## src/rtl/alu_pipelined_if.sv

```systemverilog
// Execute-stage ALU bus: command/operand handshake in, result/status handshake out.
interface alu_pipelined_if #(
  parameter int unsigned WIDTH   = 32,
  parameter int unsigned CMD_LEN = 4
);
  logic               in_valid;
  logic               in_ready;
  logic [CMD_LEN-1:0] alu_command;
  logic [WIDTH-1:0]   alu_in1;
  logic [WIDTH-1:0]   alu_in2;
  logic [WIDTH-1:0]   alu_in3;
  logic               cin;
  logic               flush;
  logic               out_valid;
  logic               out_ready;
  logic [WIDTH-1:0]   alu_out;
  logic [3:0]         status_register;
  logic               busy;

  // Upstream/downstream side (pipeline control, ID/EXE and EXE/MEM registers)
  modport master (
    output in_valid, alu_command, alu_in1, alu_in2, alu_in3, cin, flush, out_ready,
    input  in_ready, out_valid, alu_out, status_register, busy
  );

  // ALU side
  modport slave (
    input  in_valid, alu_command, alu_in1, alu_in2, alu_in3, cin, flush, out_ready,
    output in_ready, out_valid, alu_out, status_register, busy
  );
endinterface

```

## src/rtl/alu_pipelined.sv

```systemverilog
// Registered execute-stage ALU: single-cycle logic/add/sub, iterative MUL/MLA,
// valid/ready on both sides, {Z,C,N,V} status nibble.
module alu_pipelined #(
  parameter int unsigned WIDTH    = 32,
  parameter int unsigned MUL_STEP = 1,
  parameter int unsigned CMD_LEN  = 4
) (
  input  logic           clk,
  input  logic           rst,
  alu_pipelined_if.slave bus
);

  localparam int unsigned ITER  = WIDTH / MUL_STEP;
  localparam int unsigned CNT_W = $clog2(ITER + 1);

  localparam logic [CMD_LEN-1:0] CMD_MOV = CMD_LEN'(4'b0001);
  localparam logic [CMD_LEN-1:0] CMD_MVN = CMD_LEN'(4'b1001);
  localparam logic [CMD_LEN-1:0] CMD_ADD = CMD_LEN'(4'b0010);
  localparam logic [CMD_LEN-1:0] CMD_ADC = CMD_LEN'(4'b0011);
  localparam logic [CMD_LEN-1:0] CMD_SUB = CMD_LEN'(4'b0100);
  localparam logic [CMD_LEN-1:0] CMD_SBC = CMD_LEN'(4'b0101);
  localparam logic [CMD_LEN-1:0] CMD_AND = CMD_LEN'(4'b0110);
  localparam logic [CMD_LEN-1:0] CMD_ORR = CMD_LEN'(4'b0111);
  localparam logic [CMD_LEN-1:0] CMD_EOR = CMD_LEN'(4'b1000);
  localparam logic [CMD_LEN-1:0] CMD_MUL = CMD_LEN'(4'b1010);
  localparam logic [CMD_LEN-1:0] CMD_MLA = CMD_LEN'(4'b1011);

  typedef enum logic [1:0] {
    ST_IDLE = 2'd0,
    ST_MUL  = 2'd1,
    ST_DONE = 2'd2
  } state_e;

  state_e           state_q;
  logic [WIDTH-1:0] a_q;
  logic [WIDTH-1:0] b_q;
  logic [WIDTH-1:0] acc_q;
  logic [CNT_W-1:0] cnt_q;
  logic             cin_q;
  logic             out_valid_q;
  logic [WIDTH-1:0] alu_out_q;
  logic [3:0]       status_q;
  logic             busy_q;

  logic             in_ready_c;
  logic             accept_c;
  logic             is_mul_c;
  logic [WIDTH-1:0] res_d;
  logic [3:0]       status_d;
  logic [WIDTH-1:0] acc_d;

  // Accept only when idle and the output register is free or draining this edge
  assign in_ready_c = ~rst & (state_q == ST_IDLE) & (~out_valid_q | bus.out_ready);
  assign accept_c   = bus.in_valid & in_ready_c;
  assign is_mul_c   = (bus.alu_command == CMD_MUL) | (bus.alu_command == CMD_MLA);

  assign bus.in_ready        = in_ready_c;
  assign bus.out_valid       = out_valid_q;
  assign bus.alu_out         = alu_out_q;
  assign bus.status_register = status_q;
  assign bus.busy            = busy_q;

  // Single-cycle datapath: result and flags; carries formed in WIDTH+1 bits
  always_comb begin
    logic [WIDTH:0] a_x;
    logic [WIDTH:0] b_x;
    logic [WIDTH:0] nb_x;
    logic [WIDTH:0] cin_x;
    logic [WIDTH:0] sum_x;
    logic           c_flag;
    logic           v_flag;
    a_x    = {1'b0, bus.alu_in1};
    b_x    = {1'b0, bus.alu_in2};
    nb_x   = {1'b0, ~bus.alu_in2};
    cin_x  = {{WIDTH{1'b0}}, bus.cin};
    sum_x  = '0;
    res_d  = '0;
    c_flag = bus.cin;
    v_flag = 1'b0;
    case (bus.alu_command)
      CMD_MOV: res_d = bus.alu_in2;
      CMD_MVN: res_d = ~bus.alu_in2;
      CMD_ADD, CMD_ADC: begin
        sum_x  = (bus.alu_command == CMD_ADC) ? (a_x + b_x + cin_x) : (a_x + b_x);
        res_d  = sum_x[WIDTH-1:0];
        c_flag = sum_x[WIDTH];
        v_flag = (bus.alu_in1[WIDTH-1] == bus.alu_in2[WIDTH-1]) &
                 (res_d[WIDTH-1] != bus.alu_in1[WIDTH-1]);
      end
      CMD_SUB, CMD_SBC: begin
        sum_x  = (bus.alu_command == CMD_SBC) ? (a_x + nb_x + cin_x)
                                              : (a_x + nb_x + (WIDTH+1)'(1));
        res_d  = sum_x[WIDTH-1:0];
        c_flag = sum_x[WIDTH];
        v_flag = (bus.alu_in1[WIDTH-1] != bus.alu_in2[WIDTH-1]) &
                 (res_d[WIDTH-1] != bus.alu_in1[WIDTH-1]);
      end
      CMD_AND: res_d = bus.alu_in1 & bus.alu_in2;
      CMD_ORR: res_d = bus.alu_in1 | bus.alu_in2;
      CMD_EOR: res_d = bus.alu_in1 ^ bus.alu_in2;
      CMD_MUL, CMD_MLA: res_d = '0;
      default: begin
        res_d  = '0;
        c_flag = 1'b0;
      end
    endcase
    status_d = {(res_d == '0), c_flag, res_d[WIDTH-1], v_flag};
  end

  // Shift-add step: add multiplicand for each multiplier bit retired this cycle
  always_comb begin
    logic [WIDTH-1:0] part;
    part = '0;
    for (int i = 0; i < int'(MUL_STEP); i++) begin
      if (b_q[i]) part = part + (a_q << i);
    end
    acc_d = acc_q + part;
  end

  // Control FSM and all output/working registers
  always_ff @(posedge clk) begin
    if (rst) begin
      state_q     <= ST_IDLE;
      a_q         <= '0;
      b_q         <= '0;
      acc_q       <= '0;
      cnt_q       <= '0;
      cin_q       <= 1'b0;
      out_valid_q <= 1'b0;
      alu_out_q   <= '0;
      status_q    <= '0;
      busy_q      <= 1'b0;
    end else if (bus.flush) begin
      state_q     <= ST_IDLE;
      out_valid_q <= 1'b0;
      busy_q      <= 1'b0;
    end else begin
      case (state_q)
        ST_IDLE: begin
          if (out_valid_q && bus.out_ready) out_valid_q <= 1'b0;
          if (accept_c) begin
            if (is_mul_c) begin
              a_q     <= bus.alu_in1;
              b_q     <= bus.alu_in2;
              acc_q   <= (bus.alu_command == CMD_MLA) ? bus.alu_in3 : '0;
              cin_q   <= bus.cin;
              cnt_q   <= CNT_W'(ITER);
              busy_q  <= 1'b1;
              state_q <= ST_MUL;
            end else begin
              alu_out_q   <= res_d;
              status_q    <= status_d;
              out_valid_q <= 1'b1;
            end
          end
        end
        ST_MUL: begin
          acc_q <= acc_d;
          a_q   <= a_q << MUL_STEP;
          b_q   <= b_q >> MUL_STEP;
          cnt_q <= cnt_q - CNT_W'(1);
          if (cnt_q == CNT_W'(1)) begin
            busy_q  <= 1'b0;
            state_q <= ST_DONE;
          end
        end
        ST_DONE: begin
          alu_out_q   <= acc_q;
          status_q    <= {(acc_q == '0), cin_q, acc_q[WIDTH-1], 1'b0};
          out_valid_q <= 1'b1;
          state_q     <= ST_IDLE;
        end
        default: begin
          state_q <= ST_IDLE;
          busy_q  <= 1'b0;
        end
      endcase
    end
  end

endmodule

```

## src/flat_wrapper.sv

```systemverilog
// flat-port wrapper written by rule: the top's interface ports become plain ports
module alu_pipelined_flat 
#(
  parameter int unsigned WIDTH    = 32,
  parameter int unsigned MUL_STEP = 1,
  parameter int unsigned CMD_LEN  = 4
)
  (clk, rst, bus_in_valid, bus_alu_command, bus_alu_in1, bus_alu_in2, bus_alu_in3, bus_cin, bus_flush, bus_out_ready, bus_in_ready, bus_out_valid, bus_alu_out, bus_status_register, bus_busy);
  alu_pipelined_if #(.WIDTH(WIDTH), .CMD_LEN(CMD_LEN)) bus_i ();
  input  logic clk;
  input  logic rst;
  input wire logic [$bits(bus_i.in_valid)-1:0] bus_in_valid;
  input wire logic [$bits(bus_i.alu_command)-1:0] bus_alu_command;
  input wire logic [$bits(bus_i.alu_in1)-1:0] bus_alu_in1;
  input wire logic [$bits(bus_i.alu_in2)-1:0] bus_alu_in2;
  input wire logic [$bits(bus_i.alu_in3)-1:0] bus_alu_in3;
  input wire logic [$bits(bus_i.cin)-1:0] bus_cin;
  input wire logic [$bits(bus_i.flush)-1:0] bus_flush;
  input wire logic [$bits(bus_i.out_ready)-1:0] bus_out_ready;
  output wire logic [$bits(bus_i.in_ready)-1:0] bus_in_ready;
  output wire logic [$bits(bus_i.out_valid)-1:0] bus_out_valid;
  output wire logic [$bits(bus_i.alu_out)-1:0] bus_alu_out;
  output wire logic [$bits(bus_i.status_register)-1:0] bus_status_register;
  output wire logic [$bits(bus_i.busy)-1:0] bus_busy;
  assign bus_i.in_valid = bus_in_valid;
  assign bus_i.alu_command = bus_alu_command;
  assign bus_i.alu_in1 = bus_alu_in1;
  assign bus_i.alu_in2 = bus_alu_in2;
  assign bus_i.alu_in3 = bus_alu_in3;
  assign bus_i.cin = bus_cin;
  assign bus_i.flush = bus_flush;
  assign bus_i.out_ready = bus_out_ready;
  assign bus_in_ready = bus_i.in_ready;
  assign bus_out_valid = bus_i.out_valid;
  assign bus_alu_out = bus_i.alu_out;
  assign bus_status_register = bus_i.status_register;
  assign bus_busy = bus_i.busy;
  alu_pipelined #(.WIDTH(WIDTH), .MUL_STEP(MUL_STEP), .CMD_LEN(CMD_LEN)) u_core (.clk(clk), .rst(rst), .bus(bus_i));
endmodule
```

## config.mk

```make
export PLATFORM = sky130hd
export DESIGN_NAME = alu_pipelined_flat
export DESIGN_NICKNAME = d
export VERILOG_FILES = /design/src/rtl/alu_pipelined_if.sv /design/src/rtl/alu_pipelined.sv /design/src/flat_wrapper.sv
export SDC_FILE = /design/constraint.sdc
export NUM_CORES = 1
export LEC_CHECK = 0
export BUFFER_PORTS_ARGS = -buffer_cell sky130_fd_sc_hd__buf_4
export CORE_ASPECT_RATIO = 1.25
export CORE_MARGIN = 2
export CORE_UTILIZATION = 55
export CTS_CLUSTER_SIZE = 20
export DETAILED_ROUTE_END_ITERATION = 10
export GPL_ROUTABILITY_DRIVEN = 0
export HOLD_SLACK_MARGIN = 0.1
export MAX_ROUTING_LAYER = met4
export PLACE_DENSITY = 0.83
export SLEW_MARGIN = 25
export SYNTH_ARGS = -nofsm -noshare
export SYNTH_HDL_FRONTEND = slang
export SYNTH_SLANG_ARGS = --single-unit
```

## constraint.sdc

```tcl
create_clock -name clk -period 10.1 [get_ports clk]
set_input_delay 1.515 -clock clk [delete_from_list [all_inputs] [get_ports clk]]
set_output_delay 1.515 -clock clk [all_outputs]
set_load 0.03 [all_outputs]
```

# Word level (Yosys, flattened, before mapping)

Cells that the tools add are included.

Output and inout bits: 39
Memories kept: 0
RAM bits: 0
Bits in read-only memories: 0
Register bits: 143
Latch bits: 0
Input port bits: 106
Logic and storage cells: 106

Muxes and demuxes: 37
Bitwise logic cells: 15
Order comparisons: 0
Reductions and logical operators: 15
Shift operators: 0
Equality and inequality tests: 22
$mul: 0
$add $sub $neg: 7
Divide/modulo/power cells: 0

Operator list:

| operator              | count |
|---|---|
| $mux 32               | 10 |
| $pmux 32 s2           | 4 |
| $pmux 32 s7           | 1 |
| $add 32x32->33        | 2 |
| $add 33x1->33         | 2 |
| $mux 33               | 2 |
| $logic_not 32->1      | 2 |
| $add 33x1->33 const B | 1 |
| $add 32x32->32        | 1 |
| $and 32x32->32        | 1 |
| $not 32->32           | 1 |
| $or 32x32->32         | 1 |
| $xor 32x32->32        | 1 |
| $eq 4x3->1 const B    | 4 |
| $eq 4x4->1 const B    | 4 |
| $reduce_and 4->1      | 4 |
| $mux 6                | 2 |
| $pmux 6 s2            | 1 |
| $eq 4x2->1 const B    | 2 |
| $mux 4                | 2 |
| $pmux 4 s2            | 1 |
| $reduce_or 7->1       | 1 |
| $eq 6x1->1 const B    | 1 |
| $mux 1                | 6 |
| 20 further kinds      | 39 |

# Logic depth before layout (Yosys ltp)

Depth after elaboration: 10
Gate-level depth with buffers: 21
Mapped depth without buffers: 19

# Least setup slack after synthesis

No wires, ideal clock.

Kind: in2reg
Start: in bus_alu_in2[0]
End: reg u_core.status_q[3], in the netlist u_core.bus.status_register[3]
Path buffers: 1
Cell stages on the path: 18
Required time: 10.013 ns
Path slack: 4.338 ns
Arrival: 5.675 ns
Setup time: 0.087 ns
Path through: inv_1 ha_1 fa_1 nor2b_2 o211ai_4 and3_1 nor3_1 or2_1 or3b_1 or4b_4 or4b_1 buf_2 nor4_2 xor2_1 a21oi_1 o21ai_1 nand4b_1 o31ai_1

Word-level cells in the longest chain between the ends: 9
Elaborated cells between the ends (all ways): 16
Those cells by class: 5 x add/sub; 6 x mux; 4 x bitwise; 1 x reduce/logical

Ends and longest elaborated chain:

| item                             | RTL line                                 | RTL |
|---|---|---|
| start, declared                  | flat_wrapper.sv:15                       | `input wire logic [$bits(bus_i.alu_in2)-1:0] bus_alu_in2;` |
| $not 32->32                      | alu_pipelined.sv:74, alu_pipelined.sv:82 |  |
| $add 32x32->33                   | alu_pipelined.sv:91, alu_pipelined.sv:92 |  |
| $add 33x1->33 (on tied branches) | alu_pipelined.sv:92, alu_pipelined.sv:91 |  |
| $mux 33                          | alu_pipelined.sv:91                      | `sum_x = (bus.alu_command == CMD_SBC) ? (a_x + nb_x + cin_x)` |
| $pmux 32 s7 *                    | alu_pipelined.sv:80                      | `case (bus.alu_command)` |
| $logic_not 32->1 *               | alu_pipelined.sv:107                     | `status_d = {(res_d == '0), c_flag, res_d[WIDTH-1], v_flag};` |
| $mux 4 *                         | alu_pipelined.sv:142                     | `if (is_mul_c) begin` |
| $mux 4 *                         | alu_pipelined.sv:141                     | `if (accept_c) begin` |
| $pmux 4 s2 *                     | alu_pipelined.sv:138                     | `case (state_q)` |
| end signal, assigned             | alu_pipelined.sv:152                     | `status_q <= status_d;` |
| end signal, assigned             | alu_pipelined.sv:169                     | `status_q <= {(acc_q == '0), cin_q, acc_q[WIDTH-1], 1'b0};` |
| end, declared                    | alu_pipelined.sv:42                      | `logic [3:0] status_q;` |

Every way passes the cells marked *; elsewhere a longest branch is shown, timed or not. The select of a mux whose other input is x is not followed.
A chain may end at the register's enable or synchronous reset.

# Final worst setup path

Start: in bus_alu_in2[4]
End: reg u_core.status_q[3], in the netlist u_core.bus.status_register[3]

The elaborated chain is that of the path after synthesis.

==> metrics.md <==
| Metric | Value |
|---|---|
| Result of the run | `finished, final reports clean` |
| Category of the critical setup timing path | `input pin to register` |
| Overall routing resource usage | `a little over a third` |
| Total Negative Setup Slacks | `0 ns` |
| Clock transition at the registers of the reported paths | `approximately 0.060 ns` |
| Antenna-violating nets left | `0` |
| Inserted Clock Buffers | `17` |
| Type of the worst min-delay path | `register to register` |
| Startpoint class of the critical path | `input pin` |
| Count of endpoints failing setup in the final report | `0` |
| Post-CTS repair timing setup buffer count | `0` |
| Max clock buf depth | `2` |
| Sum of routed wire length over all layers | `about 53,000 um` |
| Horizontal extent of the die | `between 150 and 200 um` |
| Post-Syn Area | `15,500 um^2` |
| Post-placement worst setup slack | `~3.7 ns` |
| Logic gate share of total power | `between 30% and 40%` |
| Synthesized net count | `~2,400` |
| Hold-fix buffers at CTS | `0` |
| Total I/O pin count | `145` |
| Yosys top cell by area | `sky130_fd_sc_hd__dfxtp_1` |
| Height of the chip | `192 um` |
| Maxcap violations | `0` |
| Leakage power summed over all cells | `7.29 nW` |
| Number of different library cells in the post-synthesis netlist | `91` |
| Ratio of total power to cell area | `approximately 110 nW/um^2` |
| Warnings, synthesis | `0` |
| Final setup slack of the worst path | `~4.1 ns` |
| Data arrival time of the critical path | `about 6.4 ns` |
| Filler cell count | `2,345` |
| Fraction of the yosys area taken by sequential cells | `18.3%` |
| RSZ-0062 raised after global routing | `no` |
| Post-synth EDFFs | `0` |
| Maximum fanout count along the critical path | `11` |
| Clock Latency Late Sink | `0.46 ns` |
| Worst hold slack | `around 0.46 ns` |
| Relative area change from synthesis to final layout | `11.7%` |
| Overall Power | `roughly 2.0 mW` |
| Half-perimeter wire length after placement | `about 39,000 um` |
| Final period demand of the worst path | `about 6.0 ns` |
| Maximum frequency from static timing analysis | `roughly 170 MHz` |
| Critical path cell sequence | `buf_4 -> inv_1 -> ha_1 -> a21o_1 -> a2111oi_2 -> a21oi_1 -> o21ai_1 -> a21o_1 -> nand2_1 -> o311ai_0 -> nand3_1 -> or3_1 -> nor4b_1 -> xnor2_1 -> o21ai_1 -> nand4b_1 -> o31ai_1` |
| Clock tree skew after final layout | `0.0150 ns` |
| Post-DR wirelength/cell | `between 20 and 25 um` |
| Data required time of the critical path | `~10 ns` |
| Sequential Area | `between 2000 and 3000 um^2` |
| Part of the power in the clock network | `a little under two fifths` |
| Cell family contributing the most delay on the critical path | `compound AO/OA/AOI/OAI gates` |
| Final hold violation count | `0` |
| Net Sw Power | `~0.72 mW` |
| Via count of the first global-routing pass | `~16,000` |
| Async set or reset register ratio after synthesis | `0%` |
| Clock tree from TritonCTS | `yes` |
| Count of mapped cells out of synthesis | `around 2,200` |
| Slew of the pin with the lowest slew margin | `between 1 and 1.5 ns` |
| Cell with the largest stage delay on the worst path | `sky130_fd_sc_hd__o311ai_0` |
| Core ar. | `~28,000 um^2` |
| Internal power | `about 1.2 mW` |
| Overall die area | `29,600 um^2` |
| Relative slew margins | `31.4%` |
| Portion of the clock cycle consumed by the worst path in the final layout | `around three fifths` |
| Maximum number of pins on one net before global-route repair | `100` |
| Number of flip-flops and latches in the synthesized netlist | `around 140` |
| Cell Rows | `between 60 and 70` |
| Fraction of final layout cells sized beyond drive strength 1 | `between 10% and 20%` |
| H-tree lvl count | `4` |
| Cell types with the largest area share after synthesis | `sky130_fd_sc_hd__dfxtp_1 (18%), sky130_fd_sc_hd__ha_1 (12%), sky130_fd_sc_hd__nor2_1 (6.9%), sky130_fd_sc_hd__nand2_1 (5.7%), sky130_fd_sc_hd__xnor2_1 (5.0%)` |
| Net count, final | `2,474` |
| Initial antenna violation count | `1` |
| Clock tree root driver cell | `sky130_fd_sc_hd__clkbuf_16` |
| Global-route wire length before repair | `~84,000 um` |
| Proportion of netlist area held by the largest area contributor | `between 10% and 20%` |
| Sequential fraction of design power | `roughly 30%` |
| Total via count after detailed routing | `about 17,000` |
| Detailed Route Iter0 Violations | `~2,100` |
| PostCTS Resize Cnt | `0` |
| Number of buffers and inverters on the critical path | `2` |
| Critical Path Sink Type | `register` |
| Worst supply voltage drop on vdd | `94.1 uV` |
| Number of iterations in the first detailed-routing pass | `6` |
| Largest stage delay, worst path | `between 0.6 and 0.7 ns` |
| Switching portion of total power | `between 30% and 40%` |
| Most used flip-flop cell after synthesis | `sky130_fd_sc_hd__dfxtp_1` |
| IO buf count | `around 140` |
| Number of DRC violations after detailed routing | `0` |
| GR Overflow Total | `0` |
| Pins over their slew limit | `0` |
| Combined area of the multi-input logic cells | `about 12,000 um^2` |
| Post-detailed-route via-to-cell ratio | `roughly 6.7` |
| Post-synthesis area per instance | `between 7 and 8 um^2` |
| Starting density of the core | `56.1%` |
| Total clock sinks | `142` |
-- logic make-up after synthesis --
family	share of synthesized area, %
AOI/OAI and AO/OA	28.7
and+or+nand+nor	25.9
buffers and inverters	6.52
xor gates and xnor gates	7.65
muxes	0.855
DFF	18.3
adders and majority gates	12.0
-- through the flow --
stage          instance area, um^2  utilization [%]  instances
2_1_floorplan                15500                -       2184
3_3_place_gp                 16700             60.3       2552
3_5_place_dp                 16700             60.3       2552
4_1_cts                      17300             62.7       2584
5_1_grt                      17300             62.7       2585
6_report                     17300             62.7       2585
-- layout make-up --
| cell class | count | share of cell area, % |
|---|---|---|
| multi-input cells | 1777 | 67.6 |
| inverters | 120 | 2.60 |
| clock buffers | 19 | 2.61 |
| diodes | 1 | 0.0144 |
| flip-flops and latches | 142 | 16.4 |
| well taps | 350 | 2.53 |
| repair buffers | 163 | 7.06 |
| clock inverters | 13 | 1.14 |
-- state kept, by name, summed over array words and instances, names as in the netlist --
name / cells
u_core.a_q: 32
u_core.acc_q: 32
u_core.b_q: 32
u_core.bus.alu_out: 31
u_core.cnt_q: 6
u_core.bus.status_register: 4
u_core.state_q: 2
u_core.bus.busy: 1
u_core.bus.out_valid: 1
u_core.cin_q: 1
-- power groups by stage --
| stage | combinational (mW) | sequential [mW] | clock [mW] |
|---|---|---|---|
| floorplan | 0.441 | 0.599 | 0 |
| global placement | 0.613 | 0.594 | 0 |
| detailed placement | 0.631 | 0.594 | 0 |
| CTS | 0.635 | 0.582 | 0.719 |
| global route | 0.708 | 0.583 | 0.743 |
| finish | 0.660 | 0.582 | 0.722 |
-- synth_stat cells, types with 26 or more instances --
cell type,count
sky130_fd_sc_hd__a311oi_1,67
sky130_fd_sc_hd__clkbuf_1,127
sky130_fd_sc_hd__a21o_1,34
sky130_fd_sc_hd__xor2_1,45
sky130_fd_sc_hd__inv_1,118
sky130_fd_sc_hd__o21ai_0,102
sky130_fd_sc_hd__a21oi_1,148
sky130_fd_sc_hd__ha_1,144
sky130_fd_sc_hd__nand2_1,237
sky130_fd_sc_hd__nor3_1,83
sky130_fd_sc_hd__nor2_1,285
sky130_fd_sc_hd__xnor2_1,88
sky130_fd_sc_hd__and2_1,40
sky130_fd_sc_hd__a211oi_1,41
sky130_fd_sc_hd__a221oi_1,58
sky130_fd_sc_hd__nor4_1,26
sky130_fd_sc_hd__dfxtp_1,142
-- path summary, 6_finish.rpt --
path	startpoint	to	slack (ns)	cells past startpoint
max reg2reg	u_core.b_q[0]	u_core.acc_q[28]	5.10	18
min	u_core.bus.alu_out[24]	u_core.bus.alu_out[24]	0.46	2
min reg2reg	u_core.bus.alu_out[24]	u_core.bus.alu_out[24]	0.46	2
max	bus_alu_in2[4]	u_core.bus.status_register[3]	4.06	17
-- per-layer routing --
metal | part of all wire (%) | up-vias | global-route usage (%)
li1 | - | 7954 | -
met1 | 38 | 8073 | 43.6
met2 | 45 | 1074 | 57.6
met3 | 11 | 265 | 6.02
met4 | 5.5 | 0 | 18.8
met5 | 0 | - | -
-- layout by cell type, fill, tap and decap left out, types with 19 or more instances in the layout --
master,synthesis,layout
sky130_fd_sc_hd__nor2_1,285,283
sky130_fd_sc_hd__o211ai_1,19,19
sky130_fd_sc_hd__nand3_1,25,25
sky130_fd_sc_hd__a21oi_1,148,148
sky130_fd_sc_hd__or3_1,20,20
sky130_fd_sc_hd__a211oi_1,41,41
sky130_fd_sc_hd__a311oi_1,67,67
sky130_fd_sc_hd__nor4_1,26,25
sky130_fd_sc_hd__dfxtp_1,142,142
sky130_fd_sc_hd__buf_4,1,163
sky130_fd_sc_hd__a21o_1,34,34
sky130_fd_sc_hd__nor3_1,83,83
sky130_fd_sc_hd__o21ai_0,102,102
sky130_fd_sc_hd__nand2_1,237,237
sky130_fd_sc_hd__xnor2_1,88,88
sky130_fd_sc_hd__and2_1,40,40
sky130_fd_sc_hd__a221oi_1,58,58
sky130_fd_sc_hd__ha_1,144,144
sky130_fd_sc_hd__inv_1,118,118
sky130_fd_sc_hd__xor2_1,45,45
-- tightest hold or removal path, delay by kind of cell, from the launching register on --
kind / cells / cell delay [ns]
AO/OA/AOI/OAI: 1 / 0.05
flip-flops: 1 / 0.31
AND/OR/NAND/NOR: 1 / 0.05
(Power assumes the default switching activity.)
